$ cat src/rtl/tlul_tempsensor_host_if.sv
// TL-UL link types and the host-side port bundle for the temperature-sensor host.
// The package carries the packed A/D channel structs and opcode constants.
// The interface groups both directions; master drives A + d_ready, slave drives D + a_ready.
package tlul_tempsensor_host_pkg;

  localparam logic [2:0] OP_PUT_FULL  = 3'd0;
  localparam logic [2:0] OP_GET       = 3'd4;
  localparam logic [2:0] OP_ACK       = 3'd0;
  localparam logic [2:0] OP_ACK_DATA  = 3'd1;
  localparam logic [15:0] A_USER_DEFAULT = 16'h0;

  typedef struct packed {
    logic        a_valid;
    logic [2:0]  a_opcode;
    logic [2:0]  a_param;
    logic [1:0]  a_size;
    logic [7:0]  a_source;
    logic [31:0] a_address;
    logic [3:0]  a_mask;
    logic [31:0] a_data;
    logic [15:0] a_user;
    logic        d_ready;
  } tl_h2d_t;

  typedef struct packed {
    logic        d_valid;
    logic [2:0]  d_opcode;
    logic [2:0]  d_param;
    logic [1:0]  d_size;
    logic [7:0]  d_source;
    logic        d_sink;
    logic [31:0] d_data;
    logic [15:0] d_user;
    logic        d_error;
    logic        a_ready;
  } tl_d2h_t;

endpackage

interface tlul_tempsensor_host_if;
  import tlul_tempsensor_host_pkg::*;

  tl_h2d_t tl_o;
  tl_d2h_t tl_i;

  modport master (output tl_o, input tl_i);
  modport slave  (input tl_o, output tl_i);
endinterface

$ cat src/rtl/tlul_tempsensor_host.sv
// TL-UL initiator sequencing one temperature conversion per start and streaming the 24-bit result.
// Latency: every bus op costs issue + A-accept + D-return cycles; DONE polls are spaced PollGap cycles apart.
// Backpressure: one outstanding op, a_valid held until a_ready; result held on sample_valid_o until sample_ready_i.
// Optional macro TEMPSENS_HOST_CONT_EN: start_i high on the result handshake chains straight into a new conversion.
module tlul_tempsensor_host
  import tlul_tempsensor_host_pkg::*;
#(
  parameter logic [31:0] BaseAddr = 32'h0,
  parameter int unsigned SourceId = 0,
  parameter int unsigned PollGap  = 16,
  parameter int unsigned MaxPolls = 1024
) (
  input  logic        clk_i,
  input  logic        rst_i,
  input  logic        start_i,
  input  logic [3:0]  conv_time_i,
  output logic        busy_o,
  output logic [23:0] sample_o,
  output logic        sample_valid_o,
  input  logic        sample_ready_i,
  output logic        err_o,
  tlul_tempsensor_host_if.master tl
);

  localparam int PW = $clog2(MaxPolls + 1);
  localparam int GW = $clog2(PollGap + 1);

  typedef enum logic [3:0] {
    IDLE, RST_LO, RST_HI, TIME, EN, POLL, GAP, DOUT, DIS, OUT, ABORT
  } state_t;

  // Sub-phase of a bus state: drive the request, wait for A accept, wait for D return.
  typedef enum logic [1:0] {PH_ISSUE, PH_REQ, PH_RSP} phase_t;

  state_t         state;
  phase_t         phase;
  logic [PW-1:0]  poll_cnt;
  logic [GW-1:0]  gap_cnt;
  logic [3:0]     conv_time_q;
  tl_h2d_t        h2d_q;

  logic [31:0]    req_off;
  logic           req_wr;
  logic [31:0]    req_wdata;
  logic [2:0]     exp_d_op;
  logic           rsp_bad;
  logic           unused_d2h;

  assign tl.tl_o = h2d_q;

  // Register offset, direction and write data of the op belonging to the current state.
  always_comb begin
    req_off   = 32'h0;
    req_wr    = 1'b1;
    req_wdata = 32'h0;
    case (state)
      RST_LO:     begin req_off = 32'h04; req_wdata = 32'h0; end
      RST_HI:     begin req_off = 32'h04; req_wdata = 32'h1; end
      TIME:       begin req_off = 32'h08; req_wdata = {28'b0, conv_time_q}; end
      EN:         begin req_off = 32'h0C; req_wdata = 32'h1; end
      POLL:       begin req_off = 32'h18; req_wr = 1'b0; end
      DOUT:       begin req_off = 32'h14; req_wr = 1'b0; end
      DIS, ABORT: begin req_off = 32'h0C; req_wdata = 32'h0; end
      default:    ;
    endcase
  end

  // A response is bad if flagged as error or if its opcode does not match the request kind.
  always_comb begin
    exp_d_op = (h2d_q.a_opcode == OP_GET) ? OP_ACK_DATA : OP_ACK;
    rsp_bad  = tl.tl_i.d_error || (tl.tl_i.d_opcode != exp_d_op);
  end

  assign unused_d2h = ^{tl.tl_i.d_param, tl.tl_i.d_size, tl.tl_i.d_source,
                        tl.tl_i.d_sink, tl.tl_i.d_user, tl.tl_i.d_data[31:24]};

  // Conversion sequencer: state, bus channel and all outputs are registered here.
  always_ff @(posedge clk_i) begin
    if (rst_i) begin
      state          <= IDLE;
      phase          <= PH_ISSUE;
      poll_cnt       <= '0;
      gap_cnt        <= '0;
      conv_time_q    <= 4'h0;
      h2d_q          <= '0;
      busy_o         <= 1'b0;
      sample_o       <= 24'h0;
      sample_valid_o <= 1'b0;
      err_o          <= 1'b0;
    end else begin
      err_o <= 1'b0;
      case (state)
        IDLE: begin
          if (start_i) begin
            conv_time_q <= conv_time_i;
            state       <= RST_LO;
            phase       <= PH_ISSUE;
            busy_o      <= 1'b1;
          end
        end

        GAP: begin
          if (gap_cnt >= GW'(PollGap - 1)) begin
            gap_cnt <= '0;
            state   <= POLL;
            phase   <= PH_ISSUE;
          end else begin
            gap_cnt <= gap_cnt + GW'(1);
          end
        end

        OUT: begin
          if (sample_ready_i) begin
            sample_valid_o <= 1'b0;
`ifdef TEMPSENS_HOST_CONT_EN
            if (start_i) begin
              state <= RST_LO;
              phase <= PH_ISSUE;
            end else begin
              state  <= IDLE;
              busy_o <= 1'b0;
            end
`else
            state  <= IDLE;
            busy_o <= 1'b0;
`endif
          end
        end

        default: begin
          case (phase)
            PH_ISSUE: begin
              h2d_q.a_valid   <= 1'b1;
              h2d_q.a_opcode  <= req_wr ? OP_PUT_FULL : OP_GET;
              h2d_q.a_param   <= 3'd0;
              h2d_q.a_size    <= 2'd2;
              h2d_q.a_source  <= 8'(SourceId);
              h2d_q.a_address <= (BaseAddr + req_off) & 32'hFFFF_FFFC;
              h2d_q.a_mask    <= 4'hF;
              h2d_q.a_data    <= req_wdata;
              h2d_q.a_user    <= A_USER_DEFAULT;
              h2d_q.d_ready   <= 1'b0;
              phase           <= PH_REQ;
            end

            PH_REQ: begin
              if (tl.tl_i.a_ready) begin
                h2d_q.a_valid <= 1'b0;
                h2d_q.d_ready <= 1'b1;
                phase         <= PH_RSP;
              end
            end

            default: begin
              if (tl.tl_i.d_valid) begin
                h2d_q.d_ready <= 1'b0;
                phase         <= PH_ISSUE;
                if (state == ABORT) begin
                  state  <= IDLE;
                  busy_o <= 1'b0;
                  err_o  <= 1'b1;
                end else if (rsp_bad) begin
                  state <= ABORT;
                end else begin
                  case (state)
                    RST_LO: state <= RST_HI;
                    RST_HI: state <= TIME;
                    TIME:   state <= EN;
                    EN: begin
                      state    <= POLL;
                      poll_cnt <= '0;
                    end
                    POLL: begin
                      if (tl.tl_i.d_data[0]) begin
                        state <= DOUT;
                      end else begin
                        if (32'(poll_cnt) < MaxPolls) poll_cnt <= poll_cnt + PW'(1);
                        if (32'(poll_cnt) + 32'd1 >= MaxPolls) begin
                          state <= ABORT;
                        end else begin
                          state   <= GAP;
                          gap_cnt <= '0;
                        end
                      end
                    end
                    DOUT: begin
                      sample_o <= tl.tl_i.d_data[23:0];
                      state    <= DIS;
                    end
                    DIS: begin
                      state          <= OUT;
                      sample_valid_o <= 1'b1;
                    end
                    default: begin
                      state  <= IDLE;
                      busy_o <= 1'b0;
                    end
                  endcase
                end
              end
            end
          endcase
        end
      endcase
    end
  end

endmodule

$ cat src/flat_wrapper.sv
// flat-port wrapper written by rule: the top's interface ports become plain ports
module tlul_tempsensor_host_flat import tlul_tempsensor_host_pkg::*;
#(
  parameter logic [31:0] BaseAddr = 32'h0,
  parameter int unsigned SourceId = 0,
  parameter int unsigned PollGap  = 16,
  parameter int unsigned MaxPolls = 1024
)
  (clk_i, rst_i, start_i, conv_time_i, busy_o, sample_o, sample_valid_o, sample_ready_i, err_o, tl_tl_o, tl_tl_i);
  tlul_tempsensor_host_if tl_i ();
  input  logic clk_i;
  input  logic rst_i;
  input  logic start_i;
  input  logic [3:0] conv_time_i;
  output logic busy_o;
  output logic [23:0] sample_o;
  output logic sample_valid_o;
  input  logic sample_ready_i;
  output logic err_o;
  output wire logic [$bits(tl_i.tl_o)-1:0] tl_tl_o;
  input wire logic [$bits(tl_i.tl_i)-1:0] tl_tl_i;
  assign tl_tl_o = tl_i.tl_o;
  assign tl_i.tl_i = tl_tl_i;
  tlul_tempsensor_host #(.BaseAddr(BaseAddr), .SourceId(SourceId), .PollGap(PollGap), .MaxPolls(MaxPolls)) u_core (.clk_i(clk_i), .rst_i(rst_i), .start_i(start_i), .conv_time_i(conv_time_i), .busy_o(busy_o), .sample_o(sample_o), .sample_valid_o(sample_valid_o), .sample_ready_i(sample_ready_i), .err_o(err_o), .tl(tl_i));
endmodule
$ cat config.mk
export PLATFORM = sky130hd
export DESIGN_NAME = tlul_tempsensor_host_flat
export DESIGN_NICKNAME = d
export VERILOG_FILES = /design/src/rtl/tlul_tempsensor_host_if.sv /design/src/rtl/tlul_tempsensor_host.sv /design/src/flat_wrapper.sv
export SDC_FILE = /design/constraint.sdc
export NUM_CORES = 1
export LEC_CHECK = 0
export CORE_ASPECT_RATIO = 1.2
export CORE_UTILIZATION = 31
export DETAILED_ROUTE_END_ITERATION = 10
export PLACE_DENSITY = 0.68
export RECOVER_POWER = 25
export SLEW_MARGIN = 25
export SYNTH_ARGS = -nofsm -noshare
export SYNTH_HDL_FRONTEND = slang
export SYNTH_SLANG_ARGS = --single-unit
$ cat constraint.sdc
create_clock -name clk_i -period 2.4 [get_ports clk_i]
set_clock_uncertainty 0.1 [all_clocks]
set_input_delay 0.36 -clock clk_i [delete_from_list [all_inputs] [get_ports clk_i]]
set_output_delay 0.36 -clock clk_i [all_outputs]
set_load 0.01 [all_outputs]
==> flow_summary.json <==
{
  "grt_pass1_vias": 2891,
  "syn_avg_cell_area_sq_um": 7.88,
  "rows": 43,
  "yosysUniqueCellTypes": 58,
  "p_sw_w": 0.00127,
  "grt-ovfl-total": 0,
  "worst_pin_slew_ns": 0.665,
  "finalHoldViolCount": 0,
  "fin_tns_setup_ns": 0,
  "grt_pass1_wl_mm": 13.5,
  "core_sq_um": 11500,
  "placed_cell_area_sq_um": 4340,
  "hold_buffers": 0,
  "cts_buffer_depth": 2,
  "grt_max_degree": 50,
  "yosysSeqAreaShare": 0.350,
  "htreeDepth": 3,
  "area_growth_syn_to_layout_pct": 26.7,
  "synth_edf_count": 0,
  "fp.dieH_microns": 121,
  "cts-buffers-inserted": 9,
  "async_flop_share": 0,
  "die_w_microns": 101,
  "dominantRegCellSynth": "dfxtp_1",
  "fp.dieArea_sq_um": 12300,
  "endpoint_kind": "flip-flop",
  "avgViaCountPerCell": 4.57,
  "fin_crit_sh": 0.951,
  "layout-drive-gt1-share": 0.102,
  "clk_latency_ns": 0.34,
  "finalSetupViolations": 0,
  "hpwl_mm": 6.05,
  "arrival_ns": 2.45,
  "p_int_w": 0.00246,
  "path_class": "flip-flop to flip-flop",
  "drt_wl_total_mm": 8.36,
  "port-buffer-count": 79,
  "cts_setup_buffers": 0,
  "antenna_cells": 0,
  "synth_warnings": 0,
  "fin_crit_ns": 2.28,
  "totalPowerFinal_w": 0.00373,
  "ir_drop_uv": 567,
  "leakagePower_nw": 1.86,
  "cts-root-buf": "clkbuf_16",
  "fmax_mhz": 438,
  "start_util": 0.318,
  "r2r_slack_ns": 0.12,
  "start_kind": "flip-flop",
  "clkPwrFrac": 0.330,
  "crit_required_ns": 2.57,
  "io_pins": 205,
  "min_path_type": "input pin to flip-flop",
  "status": "complete, no violations",
  "maxCapViolCount": 0,
  "p_sw_frac": 0.341,
  "drcViolationCount": 0,
  "drv_slew": 0,
  "synth-seq-cells": 64,
  "cellPowerDensity_nw_per_um2": 803,
  "ant_nets": 0,
  "drt-pass1-iter-count": 4,
  "fin_nets": 626,
  "slew_headroom": 0.554,
  "synthCells": 465,
  "synth.cell_area_sq_um": 3660,
  "critPathMaxFanout": 4,
  "wl_per_cell_microns": 11.8,
  "cts_tree": "built",
  "p_comb_frac": 0.340,
  "vias": 3233,
  "gp_congestion": 0.879,
  "final_cell_area_sq_um": 4640,
  "antenna_found_initial": 0,
  "clock_sink_count": 64,
  "drt_iter0_drc": 192,
  "clk_pin_slew_ns": 0.05,
  "pwr-share-seq": 0.330,
  "grtUsageTotal": 0.140
}
synthesized netlist by cell type, drive strengths merged, types with 2 or more instances:
library cell	count	share of area
a211oi	5	0.010
a21oi	52	0.071
a311oi	5	0.012
a31oi	2	0.0034
a32o	2	0.0055
and2	4	0.0075
and3	5	0.0085
buf	97	0.19
clkbuf	16	0.016
dfxtp	64	0.35
ha	4	0.014
inv	5	0.0051
mux2	2	0.0061
mux2i	6	0.016
nand2	74	0.076
nand2b	7	0.012
nand3	13	0.019
nand4	3	0.0051
nor2	33	0.034
nor2b	4	0.0068
nor3	5	0.011
nor4	3	0.0051
o211ai	2	0.0041
o21ai	14	0.019
o22ai	2	0.0034
o32a	2	0.0058
or2	2	0.0034
or3	6	0.013
or3b	3	0.0072
or4	3	0.0061
xnor2	2	0.0048
what timing repair did:
action / 4_1_cts / 5_1_grt
setup endpoints to repair: 0 / 5
gates resized for setup: 0 / 4
hold endpoints to repair: 0 / 0
per-layer routing:
metal  routed length (microns)  GRT usage  share of wire  vias to the layer above
met4                       227     0.0697          0.027                        0
met2                      4410      0.243           0.53                      130
met3                       405     0.0380          0.048                       20
li1                          -          -              -                     1579
met5                         0          0              0                        -
met1                      3320      0.156           0.40                     1504
cell families after synthesis:
kind of cell | share of synthesized area
flops | 0.350
buf+inv | 0.216
compound gates | 0.159
other cells | 0.00102
fa+ha+maj | 0.0137
xor+xnor | 0.00718
mux | 0.0225
simple gates | 0.231
registers in the layout, summed over array words and instances, names as in the netlist, 2 cells and up:
signal and flops:
u_core.poll_cnt 11, u_core.phase 2, u_core.sample_o 24, u_core.conv_time_q 4, u_core.gap_cnt 5, u_core.state 4, u_core.tl.tl_o 11
power by group through the flow:
stage | registers (W) | logic, W | clock network [W]
floorplan | 0.00126 | 0.000930 | 0
detailed placement | 0.00125 | 0.00125 | 0
CTS | 0.00123 | 0.00126 | 0.00126
global placement | 0.00125 | 0.00123 | 0
finish | 0.00123 | 0.00127 | 0.00123
global route | 0.00124 | 0.00140 | 0.00132
per-stage QoR:
stage / util / setup slack (ns) / hold slack, ns / cells
after detailed placement: 0.377 / -0.0487 / 0.347 / 692
final: 0.403 / 0.117 / 0.303 / 708
after global routing: 0.403 / -0.00771 / 0.305 / 708
after global placement: 0.377 / -0.0496 / 0.342 / 692
after CTS: 0.402 / 0.0504 / 0.300 / 708
after floorplan: - / 0.285 / 0.348 / 551
cell type report:
class                           instances  area, sq um
Fill cell                            1144         6870
Multi-Input combinational cell        369         1930
Sequential cell                        64         1280
Timing Repair Buffer                   97          933
Clock buffer                           12          256
Tap cell                              157          196
Clock inverter                          4         28.8
Inverter                                5         18.8
cell usage in the layout, fill, tap and decap left out, types with 3 or more instances in the layout:
cell type         n
mux2i_1           6
or3_2             4
a311oi_1          5
or4_1             3
a21oi_1          52
inv_1             5
clkdlybuf4s50_1  53
nor2b_1           4
nand4_1           3
nand2b_1          7
dlygate4sd3_1    25
clkbuf_16         9
o21ai_0          14
conb_1           87
nand2_1          74
nor2_1           33
and3_1            5
buf_4            17
nand3_1          12
nor4_1            3
ha_1              4
dfxtp_1          64
a211oi_1          5
worst max-delay path, stage by stage (launching register included):
cell,delay [ns]
dfxtp_1,0.37
ha_1,0.20
and3_1,0.17
ha_1,0.17
nor2_1,0.05
a32o_2,0.32
a211o_1,0.31
or3b_1,0.38
a21oi_1,0.14
final timing paths:
kind / cells after the start / endpoint / from
max: 8 / u_core.tl.tl_o[0] / u_core.gap_cnt[0]
min: 2 / u_core.conv_time_q[0] / rst_i
max reg2reg: 8 / u_core.tl.tl_o[0] / u_core.gap_cnt[0]
min reg2reg: 2 / u_core.sample_o[0] / u_core.sample_o[0]
No activity file was read; power rests on OpenSTA's default activity.
